`src/rtl/lcd_pkg.sv`:
```
// Shared types and HD44780 command constants for the LCD text controller.
package lcd_pkg;

    typedef enum logic [1:0] {
        OP_CHAR  = 2'd0,
        OP_LEFT  = 2'd1,
        OP_RIGHT = 2'd2,
        OP_CLEAR = 2'd3
    } op_e;

    localparam logic [7:0] CMD_CLEAR         = 8'h01;
    localparam logic [7:0] CMD_ENTRY         = 8'h06;
    localparam logic [7:0] CMD_FUNC_8B2L     = 8'h38;
    localparam logic [7:0] CMD_FUNC_8B1L     = 8'h30;
    localparam logic [7:0] CMD_DISP_ON       = 8'h0C;
    localparam logic [7:0] CMD_DISP_ON_BLINK = 8'h0F;
    localparam logic [7:0] CMD_SHIFT_L       = 8'h10;
    localparam logic [7:0] CMD_SHIFT_R       = 8'h14;
    localparam logic [7:0] CMD_DDRAM         = 8'h80;

    // DDRAM address of column 0 for each display row
    function automatic logic [7:0] row_base(input logic [1:0] row);
        logic [7:0] base;
        case (row)
            2'd0:    base = 8'h00;
            2'd1:    base = 8'h40;
            2'd2:    base = 8'h14;
            default: base = 8'h54;
        endcase
        return base;
    endfunction

endpackage

```
`src/rtl/lcd_text_ctrl_if.sv`:
```
// Request handshake between the text source and the LCD text controller.
interface lcd_text_ctrl_if;
    import lcd_pkg::*;

    logic       req_valid;
    op_e        req_op;
    logic [7:0] req_data;
    logic       req_ready;

    modport master (output req_valid, output req_op, output req_data, input  req_ready);
    modport slave  (input  req_valid, input  req_op, input  req_data, output req_ready);

endinterface

```
`src/rtl/lcd_bus_xfer.sv`:
```
// One HD44780 bus write: setup, EN pulse, hold, then execution wait; done_c flags the last wait cycle.
module lcd_bus_xfer #(
    parameter int unsigned SETUP_CYC    = 2,
    parameter int unsigned EN_CYC       = 14,
    parameter int unsigned HOLD_CYC     = 2,
    parameter int unsigned CMD_WAIT_CYC = 1350,
    parameter int unsigned CLR_WAIT_CYC = 54_000
) (
    input  logic       iclk,
    input  logic       irst,
    input  logic       start,
    input  logic       rs,
    input  logic [7:0] data,
    input  logic       long_wait,
    output logic       done_c,
    output logic [7:0] lcd_data,
    output logic       lcd_rs,
    output logic       lcd_en
);

    localparam int unsigned MAX_A   = (SETUP_CYC > EN_CYC) ? SETUP_CYC : EN_CYC;
    localparam int unsigned MAX_B   = (HOLD_CYC > CMD_WAIT_CYC) ? HOLD_CYC : CMD_WAIT_CYC;
    localparam int unsigned MAX_C   = (MAX_A > MAX_B) ? MAX_A : MAX_B;
    localparam int unsigned MAX_CYC = (MAX_C > CLR_WAIT_CYC) ? MAX_C : CLR_WAIT_CYC;
    localparam int unsigned CNT_W   = $clog2(MAX_CYC + 1);

    localparam logic [CNT_W-1:0] SETUP_LAST = CNT_W'(SETUP_CYC - 1);
    localparam logic [CNT_W-1:0] EN_LAST    = CNT_W'(EN_CYC - 1);
    localparam logic [CNT_W-1:0] HOLD_LAST  = CNT_W'(HOLD_CYC - 1);
    localparam logic [CNT_W-1:0] CMD_LAST   = CNT_W'(CMD_WAIT_CYC - 1);
    localparam logic [CNT_W-1:0] CLR_LAST   = CNT_W'(CLR_WAIT_CYC - 1);

    typedef enum logic [2:0] {X_IDLE, X_SETUP, X_PULSE, X_HOLD, X_WAIT} xstate_e;

    xstate_e          state_q, state_d;
    logic [CNT_W-1:0] cnt_q, cnt_d;
    logic [7:0]       data_q, data_d;
    logic             rs_q, rs_d;
    logic             en_q, en_d;
    logic             long_q, long_d;

    always_ff @(posedge iclk or negedge irst) begin
        if (!irst) begin
            state_q <= X_IDLE;
            cnt_q   <= '0;
            data_q  <= '0;
            rs_q    <= 1'b0;
            en_q    <= 1'b0;
            long_q  <= 1'b0;
        end else begin
            state_q <= state_d;
            cnt_q   <= cnt_d;
            data_q  <= data_d;
            rs_q    <= rs_d;
            en_q    <= en_d;
            long_q  <= long_d;
        end
    end

    always_comb begin
        state_d = state_q;
        cnt_d   = cnt_q;
        data_d  = data_q;
        rs_d    = rs_q;
        en_d    = en_q;
        long_d  = long_q;
        done_c  = 1'b0;
        case (state_q)
            X_IDLE: ;
            X_SETUP: begin
                if (cnt_q == SETUP_LAST) begin
                    state_d = X_PULSE;
                    cnt_d   = '0;
                    en_d    = 1'b1;
                end else begin
                    cnt_d = cnt_q + CNT_W'(1);
                end
            end
            X_PULSE: begin
                if (cnt_q == EN_LAST) begin
                    state_d = (HOLD_CYC != 0) ? X_HOLD : X_WAIT;
                    cnt_d   = '0;
                    en_d    = 1'b0;
                end else begin
                    cnt_d = cnt_q + CNT_W'(1);
                end
            end
            X_HOLD: begin
                if (cnt_q == HOLD_LAST) begin
                    state_d = X_WAIT;
                    cnt_d   = '0;
                end else begin
                    cnt_d = cnt_q + CNT_W'(1);
                end
            end
            X_WAIT: begin
                if (cnt_q == (long_q ? CLR_LAST : CMD_LAST)) begin
                    state_d = X_IDLE;
                    cnt_d   = '0;
                    done_c  = 1'b1;
                end else begin
                    cnt_d = cnt_q + CNT_W'(1);
                end
            end
            default: state_d = X_IDLE;
        endcase
        // A new write may chain directly onto the final wait cycle of the previous one
        if (start && (state_q == X_IDLE || done_c)) begin
            data_d = data;
            rs_d   = rs;
            long_d = long_wait;
            cnt_d  = '0;
            if (SETUP_CYC != 0) begin
                state_d = X_SETUP;
                en_d    = 1'b0;
            end else begin
                state_d = X_PULSE;
                en_d    = 1'b1;
            end
        end
    end

    assign lcd_data = data_q;
    assign lcd_rs   = rs_q;
    assign lcd_en   = en_q;

endmodule

```
`src/rtl/lcd_text_ctrl.sv`:
```
// HD44780 text controller: power-up init, request decode and cursor tracking over an 8-bit write-only bus.
module lcd_text_ctrl
    import lcd_pkg::*;
#(
    parameter int unsigned N_COLS       = 16,
    parameter int unsigned N_ROWS       = 2,
    parameter int unsigned PWR_CYC      = 1_080_000,
    parameter int unsigned SETUP_CYC    = 2,
    parameter int unsigned EN_CYC       = 14,
    parameter int unsigned HOLD_CYC     = 2,
    parameter int unsigned CMD_WAIT_CYC = 1350,
    parameter int unsigned CLR_WAIT_CYC = 54_000,
    parameter int unsigned CURSOR_BLINK = 1,
    localparam int unsigned ROW_W = (N_ROWS > 1) ? $clog2(N_ROWS) : 1,
    localparam int unsigned COL_W = (N_COLS > 1) ? $clog2(N_COLS) : 1
) (
    input  logic             iclk,
    input  logic             irst,
    lcd_text_ctrl_if.slave   req,
    output logic             init_done,
    output logic [ROW_W-1:0] cur_row,
    output logic [COL_W-1:0] cur_col,
    output logic [7:0]       LCD_DATA,
    output logic             LCD_RS,
    output logic             LCD_RW,
    output logic             LCD_EN
);

    localparam int unsigned PWR_W = $clog2(PWR_CYC + 1);

    localparam logic [PWR_W-1:0] PWR_LAST = PWR_W'(PWR_CYC - 1);
    localparam logic [COL_W-1:0] LAST_COL = COL_W'(N_COLS - 1);
    localparam logic [ROW_W-1:0] LAST_ROW = ROW_W'(N_ROWS - 1);
    localparam logic [7:0]       FUNC_CMD = (N_ROWS == 1) ? CMD_FUNC_8B1L : CMD_FUNC_8B2L;
    localparam logic [7:0]       DISP_CMD = (CURSOR_BLINK != 0) ? CMD_DISP_ON_BLINK : CMD_DISP_ON;

    typedef enum logic [2:0] {
        ST_PWR, ST_INIT0, ST_INIT1, ST_INIT2, ST_INIT3, ST_IDLE, ST_XFER, ST_WRAP
    } state_e;

    state_e           state_q, state_d;
    logic [PWR_W-1:0] pwr_cnt_q, pwr_cnt_d;
    op_e              op_q, op_d;
    logic [ROW_W-1:0] row_q, row_d;
    logic [COL_W-1:0] col_q, col_d;
    logic             ready_q, ready_d;
    logic             init_done_q, init_done_d;

    logic       accept_c;
    logic       start_c;
    logic       start_rs_c;
    logic [7:0] start_data_c;
    logic       start_long_c;
    logic       xfer_done_c;

    lcd_bus_xfer #(
        .SETUP_CYC    (SETUP_CYC),
        .EN_CYC       (EN_CYC),
        .HOLD_CYC     (HOLD_CYC),
        .CMD_WAIT_CYC (CMD_WAIT_CYC),
        .CLR_WAIT_CYC (CLR_WAIT_CYC)
    ) u_xfer (
        .iclk      (iclk),
        .irst      (irst),
        .start     (start_c),
        .rs        (start_rs_c),
        .data      (start_data_c),
        .long_wait (start_long_c),
        .done_c    (xfer_done_c),
        .lcd_data  (LCD_DATA),
        .lcd_rs    (LCD_RS),
        .lcd_en    (LCD_EN)
    );

    always_ff @(posedge iclk or negedge irst) begin
        if (!irst) begin
            state_q     <= ST_PWR;
            pwr_cnt_q   <= '0;
            op_q        <= OP_CHAR;
            row_q       <= '0;
            col_q       <= '0;
            ready_q     <= 1'b0;
            init_done_q <= 1'b0;
        end else begin
            state_q     <= state_d;
            pwr_cnt_q   <= pwr_cnt_d;
            op_q        <= op_d;
            row_q       <= row_d;
            col_q       <= col_d;
            ready_q     <= ready_d;
            init_done_q <= init_done_d;
        end
    end

    always_comb begin
        state_d      = state_q;
        pwr_cnt_d    = pwr_cnt_q;
        op_d         = op_q;
        row_d        = row_q;
        col_d        = col_q;
        init_done_d  = init_done_q;
        start_c      = 1'b0;
        start_rs_c   = 1'b0;
        start_data_c = 8'h00;
        start_long_c = 1'b0;
        accept_c     = req.req_valid && ready_q && (state_q == ST_IDLE);
        case (state_q)
            ST_PWR: begin
                if (pwr_cnt_q == PWR_LAST) begin
                    state_d      = ST_INIT0;
                    start_c      = 1'b1;
                    start_data_c = FUNC_CMD;
                end else begin
                    pwr_cnt_d = pwr_cnt_q + PWR_W'(1);
                end
            end
            ST_INIT0: if (xfer_done_c) begin
                state_d      = ST_INIT1;
                start_c      = 1'b1;
                start_data_c = DISP_CMD;
            end
            ST_INIT1: if (xfer_done_c) begin
                state_d      = ST_INIT2;
                start_c      = 1'b1;
                start_data_c = CMD_CLEAR;
                start_long_c = 1'b1;
            end
            ST_INIT2: if (xfer_done_c) begin
                state_d      = ST_INIT3;
                start_c      = 1'b1;
                start_data_c = CMD_ENTRY;
            end
            ST_INIT3: if (xfer_done_c) begin
                state_d     = ST_IDLE;
                init_done_d = 1'b1;
            end
            ST_IDLE: if (accept_c) begin
                op_d = req.req_op;
                // Cursor moves against the row edges generate no bus traffic
                case (req.req_op)
                    OP_CHAR: begin
                        state_d      = ST_XFER;
                        start_c      = 1'b1;
                        start_rs_c   = 1'b1;
                        start_data_c = req.req_data;
                    end
                    OP_LEFT: if (col_q != '0) begin
                        state_d      = ST_XFER;
                        start_c      = 1'b1;
                        start_data_c = CMD_SHIFT_L;
                    end
                    OP_RIGHT: if (col_q != LAST_COL) begin
                        state_d      = ST_XFER;
                        start_c      = 1'b1;
                        start_data_c = CMD_SHIFT_R;
                    end
                    OP_CLEAR: begin
                        state_d      = ST_XFER;
                        start_c      = 1'b1;
                        start_data_c = CMD_CLEAR;
                        start_long_c = 1'b1;
                    end
                endcase
            end
            ST_XFER: if (xfer_done_c) begin
                state_d = ST_IDLE;
                case (op_q)
                    OP_CHAR: begin
                        if (col_q == LAST_COL) begin
                            col_d        = '0;
                            row_d        = (row_q == LAST_ROW) ? '0 : row_q + ROW_W'(1);
                            state_d      = ST_WRAP;
                            start_c      = 1'b1;
                            start_data_c = CMD_DDRAM | row_base(2'(row_d));
                        end else begin
                            col_d = col_q + COL_W'(1);
                        end
                    end
                    OP_LEFT:  col_d = col_q - COL_W'(1);
                    OP_RIGHT: col_d = col_q + COL_W'(1);
                    OP_CLEAR: begin
                        col_d = '0;
                        row_d = '0;
                    end
                endcase
            end
            ST_WRAP: if (xfer_done_c) state_d = ST_IDLE;
            default: state_d = ST_PWR;
        endcase
        ready_d = (state_d == ST_IDLE) && !accept_c;
    end

    assign req.req_ready = ready_q;
    assign init_done     = init_done_q;
    assign cur_row       = row_q;
    assign cur_col       = col_q;
    assign LCD_RW        = 1'b0;

endmodule

```
`src/flat_wrapper.sv`:
```
// flat-port wrapper written by rule: the top's interface ports become plain ports
module lcd_text_ctrl_flat import lcd_pkg::*;
#(
    parameter int unsigned N_COLS       = 16,
    parameter int unsigned N_ROWS       = 2,
    parameter int unsigned PWR_CYC      = 1_080_000,
    parameter int unsigned SETUP_CYC    = 2,
    parameter int unsigned EN_CYC       = 14,
    parameter int unsigned HOLD_CYC     = 2,
    parameter int unsigned CMD_WAIT_CYC = 1350,
    parameter int unsigned CLR_WAIT_CYC = 54_000,
    parameter int unsigned CURSOR_BLINK = 1,
    localparam int unsigned ROW_W = (N_ROWS > 1) ? $clog2(N_ROWS) : 1,
    localparam int unsigned COL_W = (N_COLS > 1) ? $clog2(N_COLS) : 1
)
  (iclk, irst, init_done, cur_row, cur_col, LCD_DATA, LCD_RS, LCD_RW, LCD_EN, req_req_valid, req_req_op, req_req_data, req_req_ready);
  lcd_text_ctrl_if req_i ();
  input  logic iclk;
  input  logic irst;
  output logic init_done;
  output logic [ROW_W-1:0] cur_row;
  output logic [COL_W-1:0] cur_col;
  output logic [7:0] LCD_DATA;
  output logic LCD_RS;
  output logic LCD_RW;
  output logic LCD_EN;
  input wire logic [$bits(req_i.req_valid)-1:0] req_req_valid;
  input wire logic [$bits(req_i.req_op)-1:0] req_req_op;
  input wire logic [$bits(req_i.req_data)-1:0] req_req_data;
  output wire logic [$bits(req_i.req_ready)-1:0] req_req_ready;
  assign req_i.req_valid = req_req_valid;
  assign req_i.req_op = req_req_op;
  assign req_i.req_data = req_req_data;
  assign req_req_ready = req_i.req_ready;
  lcd_text_ctrl #(.N_COLS(N_COLS), .N_ROWS(N_ROWS), .PWR_CYC(PWR_CYC), .SETUP_CYC(SETUP_CYC), .EN_CYC(EN_CYC), .HOLD_CYC(HOLD_CYC), .CMD_WAIT_CYC(CMD_WAIT_CYC), .CLR_WAIT_CYC(CLR_WAIT_CYC), .CURSOR_BLINK(CURSOR_BLINK)) u_core (.iclk(iclk), .irst(irst), .req(req_i), .init_done(init_done), .cur_row(cur_row), .cur_col(cur_col), .LCD_DATA(LCD_DATA), .LCD_RS(LCD_RS), .LCD_RW(LCD_RW), .LCD_EN(LCD_EN));
endmodule
```
`config.mk`:
```
export PLATFORM = sky130hd
export DESIGN_NAME = lcd_text_ctrl_flat
export DESIGN_NICKNAME = d
export VERILOG_FILES = /design/src/rtl/lcd_pkg.sv /design/src/rtl/lcd_text_ctrl_if.sv /design/src/rtl/lcd_bus_xfer.sv /design/src/rtl/lcd_text_ctrl.sv /design/src/flat_wrapper.sv
export SDC_FILE = /design/constraint.sdc
export NUM_CORES = 1
export LEC_CHECK = 0
export CAP_MARGIN = 40
export CORE_MARGIN = 1
export CORE_UTILIZATION = 40
export CTS_BUF_LIST = sky130_fd_sc_hd__clkbuf_4
export CTS_CLUSTER_SIZE = 16
export DETAILED_ROUTE_END_ITERATION = 16
export PLACE_DENSITY_LB_ADDON = 0.25
export RECOVER_POWER = 50
export SLEW_MARGIN = 0
export SYNTH_ARGS = -nofsm -noshare
export SYNTH_HDL_FRONTEND = slang
export SYNTH_SLANG_ARGS = --single-unit
export TNS_END_PERCENT = 10
```
`constraint.sdc`:
```
create_clock -name iclk -period 4.7 [get_ports iclk]
set_input_delay 0.47 -clock iclk [delete_from_list [all_inputs] [get_ports iclk]]
set_output_delay 0.47 -clock iclk [all_outputs]
set_load 0.02 [all_outputs]
```
Word-level counts from Yosys, hierarchy flattened
Index checks and enable logic that the tools add are counted.
Widths: inputs -> output; s select.
{"block": "classes", "mux": 65, "n_addsub": 5, "n_eq_ne": 30, "n_reduce_logical": 25, "bitwise_logic": 2}
{"operator": "$mux 16", "n": 5}
{"operator": "$mux 3", "n": 16}
{"operator": "$pmux 16 s3", "n": 1}
{"operator": "$pmux 8 s6", "n": 1}
{"operator": "$mux 8", "n": 4}
{"operator": "$pmux 8 s4", "n": 1}
{"operator": "$add 21x1->21 const B", "n": 1}
{"operator": "$eq 21x21->1 const B", "n": 1}
{"operator": "$mux 1", "n": 21}
{"operator": "$pmux 3 s7", "n": 1}
{"operator": "$eq 3x3->1 const B", "n": 6}
{"operator": "$add 16x1->16 const B", "n": 1}
{"operator": "$eq 16x1->1 const B", "n": 1}
{"operator": "$eq 16x16->1", "n": 1}
{"operator": "$eq 16x4->1 const B", "n": 1}
{"operator": "$pmux 4 s4", "n": 1}
{"operator": "$pmux 3 s5", "n": 1}
{"operator": "$pmux 7 s2", "n": 1}
{"operator": "$eq 3x2->1 const B", "n": 4}
{"operator": "$ne 3x3->1 const B", "n": 4}
{"operator": "$mux 5", "n": 2}
{"operator": "$pmux 3 s3", "n": 1}
{"operator": "$eq 2x2->1 const B", "n": 4}
{"operator": "$mux 4", "n": 2}
{"operator": "28 further kinds", "n": 45}
{"block": "word_totals", "word_cells": 140, "ff_bits": 63, "output_inout_bits": 18}

Depth between registers and ports, before layout
{"block": "logic_depth", "word_depth": 9, "depth_mapped": 10}

Hierarchy
Synthesis repeated with hierarchy kept, for this count alone.
{"block": "unflattened", "cells_unflattened": 417, "hier_area_um2": 3917.5}
{"module": "lcd_text_ctrl", "area_each_um2": 2054.5, "n_inst": 1, "cells_each": 215}
{"module": "lcd_bus_xfer", "area_each_um2": 1863.0, "n_inst": 1, "cells_each": 202}

Least setup slack after synthesis
No wires, ideal clock.
{"block": "synth_path", "kind": "register to register", "start": "register u_core.col_q[0], in the netlist u_core.cur_col[0]", "end": "register u_core.u_xfer.data_q[0], in the netlist u_core.u_xfer.lcd_data[0]", "setup_ps": 127, "setup_slack_ps": 2315, "arrival_time_ps": 2258, "synth_period_minus_slack_ps": 2385, "stages_incl_launch_ff": 9, "path_cell_list": "dfrtp_1 ha_1 nand4b_2 or3_1 a21oi_1 or3_1 and3_1 buf_6 mux2_1"}
{"block": "synth_via", "elab_chain_len": 6, "word_cells_on_any_way": 16}
{"item": "start, declared", "line": "lcd_text_ctrl.sv:45", "rtl": "logic [COL_W-1:0] col_q, col_d;"}
{"item": "start signal, assigned", "line": "lcd_text_ctrl.sv:89", "rtl": "col_q <= col_d;"}
{"item": "$ne 4x4->1, or another cell as far along", "line": "lcd_text_ctrl.sv:152", "rtl": "OP_RIGHT: if (col_q != LAST_COL) begin"}
{"item": "$mux 1 (on tied branches)", "line": "lcd_text_ctrl.sv:152, lcd_text_ctrl.sv:147, lcd_text_ctrl.sv:169"}
{"item": "$pmux 1 s3 / $mux 1 (equally long branches)", "line": "lcd_text_ctrl.sv:140, lcd_text_ctrl.sv:167"}
{"item": "$mux 1 (on tied branches)", "line": "lcd_text_ctrl.sv:137, lcd_text_ctrl.sv:165"}
{"item": "$pmux 1 s4", "line": "lcd_text_ctrl.sv:107", "rtl": "case (state_q)"}
{"item": "$logic_and 1x1->1", "line": "lcd_bus_xfer.sv:108", "rtl": "if (start && (state_q == X_IDLE || done_c)) begin"}
{"item": "end signal, assigned", "line": "lcd_bus_xfer.sv:53", "rtl": "data_q <= data_d;"}
{"item": "end, declared", "line": "lcd_bus_xfer.sv:37", "rtl": "logic [7:0] data_q, data_d;"}
Parallel ways exist; a longest one is shown, timed or not.
A chain may end at the register's enable or synchronous reset.

Final worst setup path
{"block": "layout_path", "start": "register u_core.pwr_cnt_q[16]", "end": "register u_core.u_xfer.data_q[7], in the netlist u_core.u_xfer.lcd_data[7]"}
{"block": "layout_via", "elab_chain_len": 4}
{"item": "start, declared", "line": "lcd_text_ctrl.sv:42", "rtl": "logic [PWR_W-1:0] pwr_cnt_q, pwr_cnt_d;"}
{"item": "start signal, assigned", "line": "lcd_text_ctrl.sv:86", "rtl": "pwr_cnt_q <= pwr_cnt_d;"}
{"item": "$eq 21x21->1", "line": "lcd_text_ctrl.sv:109", "rtl": "if (pwr_cnt_q == PWR_LAST) begin"}
{"item": "$mux 1", "line": "lcd_text_ctrl.sv:109"}
{"item": "$pmux 1 s4", "line": "lcd_text_ctrl.sv:107"}
{"item": "$logic_and 1x1->1", "line": "lcd_bus_xfer.sv:108"}
Every way passes these cells.

==> impl_metrics.py <==
metrics = {
    "synthesis": {
        "avgSynthCellArea_um2": 9.30,
        "synth_area_leader_cell": "dfrtp_1",
        "syn-num-nets": 428,
        "ys_ff_latch": 63,
        "ys_types": 71,
        "synthFlopType": "dfrtp_1",
        "synth_cells": 405,
        "netlist_area_um2": 3760,
        "ys_seq_area_share_pct": 41.9,
        "synth.top_cell.area_share_pct": 41.9,
        "synth_edf_count": 0,
        "yosys_warnings": 0,
        "synthTopCellsByArea": "dfrtp_1, xnor2_1, nand2_1",
        "synthArstFlopShare_pct": 100,
    },
    "worst_setup_path": {
        "required_ns": 5.01,
        "r2r_setup_slack_ns": 1.12,
        "r2r_start": "u_core.pwr_cnt_q[16]$_DFFE_PN0P_",
        "cp.arrival_ns": 3.89,
        "r2r_cells": 7,
        "path_max_fanout": 19,
        "r2r_end": "u_core.u_xfer.lcd_data[7]$_DFFE_PN0N_",
        "end_kind": "register",
        "critPathKind": "register to register",
        "setup.worst_path.start_class": "register",
    },
    "die": {
        "ios": 31,
        "rows": 35,
        "fp.dieArea_um2": 9800,
        "die_w_um": 99.0,
        "die_h_um": 99.0,
        "start_util_pct": 40.9,
        "coreArea_um2": 9200,
    },
    "final_layout": {
        "syn_to_final_growth_pct": 11.6,
        "utilization_pct": 45.7,
        "mostFrequentLayoutCell": "dfrtp_1",
        "drive_above_1_share_pct": 7.85,
        "antennaDiodeCount": 0,
        "fillerInstances": 895,
        "multi_input_area_um2": 2010,
        "register_area_um2": 1580,
        "layout_common_cells": "dfrtp_1, nand2_1, nand3_1",
        "fin_cells": 544,
        "fin_nets": 451,
    },
    "routing": {
        "drtIter0Drc": 237,
        "num_vias": 3168,
        "routedWlPerCell_um": 16.0,
        "postRouteAntennaNets": 0,
        "dr.pass1.iters": 5,
        "wl_um": 8720,
        "route.detailed.drc": 0,
        "routed_via_density": 5.82,
    },
    "status": {
        "violations": "max-capacitance violations, max-slew violations",
        "status": "finished with violations",
    },
    "cts": {
        "cts_root_buf": "clkbuf_4",
        "cts_tree": "built",
        "path_clk_slew_ns": 0.12,
        "clock_latency_ns": 0.43,
        "post_cts_buffers": 0,
        "ctsResizeCount": 0,
        "cts.hold.buffers_added": 0,
        "numCtsBuffers": 9,
        "htreeDepth": 3,
        "cts_buffer_depth": 2,
        "clkSinkCount": 63,
    },
    "hold_path": {
        "worstHoldPathType": "input port to async pin",
    },
    "power": {
        "power_density_nw_per_um2": 217,
        "p_leak_uw": 0.00178,
        "vdd_drop_max_mv": 0.133,
        "p_total_uw": 912,
    },
    "sta": {
        "period_minus_slack_ns": 3.58,
        "period_share_pct": 76.2,
        "setup-violations-final": 0,
        "slew_violations": 42,
        "hold_violations": 0,
        "tightest_slew_ns": 2.19,
        "skew_ns": 0.0241,
        "rsz0062_at_grt": "false",
        "fin_setup_tns_ns": 0,
        "fmax_mhz": 279,
        "slew_headroom_pct": -45.9,
    },
    "run": {
        "cap_viol_max_count": 1,
    },
    "global_routing": {
        "grt_usage_pct": 19.4,
        "grt_pass1_wl_um": 15100,
        "antenna_found_initial": 0,
        "grt_overflow": 0,
        "grt_pass1_vias": 3012,
        "grt_max_degree": 42,
    },
    "placement": {
        "dp_hpwl_um": 6210,
        "gp_congestion": 0.815,
        "io_buffers": 29,
        "place_inst": 528,
    },
}
power by group:
part	switching [µW]	leakage (µW)	internal (µW)	total (µW)
registers	0	0.000766	542	542
logic	19.5	0.000950	11.5	31.0
clock network	225	0.0000614	114	339
total	245	0.00178	667	912
critical path, stage by stage (launching register included):
cell and delay (ns):
dfrtp_1 0.43, or4_2 0.67, nor4_1 0.57, and2b_1 0.26, or3_1 0.18, and3_1 0.72, buf_4 0.30, mux2_1 0.33
how the worst max path moves through the flow:
stage                                           from                               endpoint  slack, ns
detailed placement                     req_req_op[0]  u_core.u_xfer.lcd_data[7]$_DFFE_PN0N_       1.06
finish              u_core.pwr_cnt_q[16]$_DFFE_PN0P_  u_core.u_xfer.lcd_data[7]$_DFFE_PN0N_       1.12
global placement                       req_req_op[0]  u_core.u_xfer.lcd_data[7]$_DFFE_PN0N_       1.20
global route        u_core.pwr_cnt_q[16]$_DFFE_PN0P_  u_core.u_xfer.lcd_data[7]$_DFFE_PN0N_       0.83
CTS                    u_core.cur_col[0]$_DFFE_PN0P_  u_core.u_xfer.lcd_data[7]$_DFFE_PN0N_       1.39
floorplan              u_core.cur_col[0]$_DFFE_PN0P_  u_core.u_xfer.lcd_data[0]$_DFFE_PN0N_       2.31
layer usage:
| layer | global-route usage [%] | vias up | routed length, µm |
|---|---|---|---|
| li1 | - | 1539 | - |
| met5 | 0 | - | 0 |
| met1 | 29.3 | 1537 | 4460 |
| met3 | 4.61 | 7 | 402 |
| met4 | 4.82 | 0 | 82 |
| met2 | 27.7 | 85 | 3780 |
stage by stage:
stage                     instance area [µm²]  worst slack (ns)  hold slack (ns)
after floorplan                          3760              2.31            0.174
after global placement                   4090              1.20            0.459
after detailed placement                 4100              1.06            0.464
after CTS                                4220              1.39           0.0113
after global routing                     4200             0.832            0.399
final                                    4200              1.12            0.300
cells in the mapped netlist, drive strengths merged (9+ instances only):
cell type	n
nand4	14
a21oi	24
and3	9
o21ai	27
nand2	40
buf	13
nor3	11
inv	11
ha	10
nand3	27
nor2	25
a31oi	12
xnor2	20
dfrtp	63
layout make-up:
| cell class | instances | area share [%] |
|---|---|---|
| clock inverters | 7 | 1.28 |
| multi-input cells | 310 | 47.9 |
| flip-flops and latches | 63 | 37.5 |
| clock buffers | 9 | 1.61 |
| inverters | 11 | 0.983 |
| repair buffers | 33 | 7.39 |
| well taps | 111 | 3.31 |
cell families (layout without fill, tap and decap cells):
group	Yosys count	count (layout)	share of synthesized area (%)
AO/OA/AOI/OAI	104	104	18.6
XOR/XNOR	24	24	5.58
adder cells (fa/ha/maj)	10	10	3.32
buffers and inverters	32	60	4.22
flip-flops	63	63	41.9
multiplexers	8	8	2.33
other	1	1	0.0996
AND/OR/NAND/NOR	163	163	24.0
state kept, by name, indices dropped and copies added (netlist names), 2 cells and up:
register,count
u_core.pwr_cnt_q,21
u_core.u_xfer.cnt_q,16
u_core.cur_col,4
u_core.u_xfer.state_q,3
u_core.state_q,3
u_core.op_q,2
u_core.u_xfer.lcd_data,8
(Power assumes the default switching activity.)
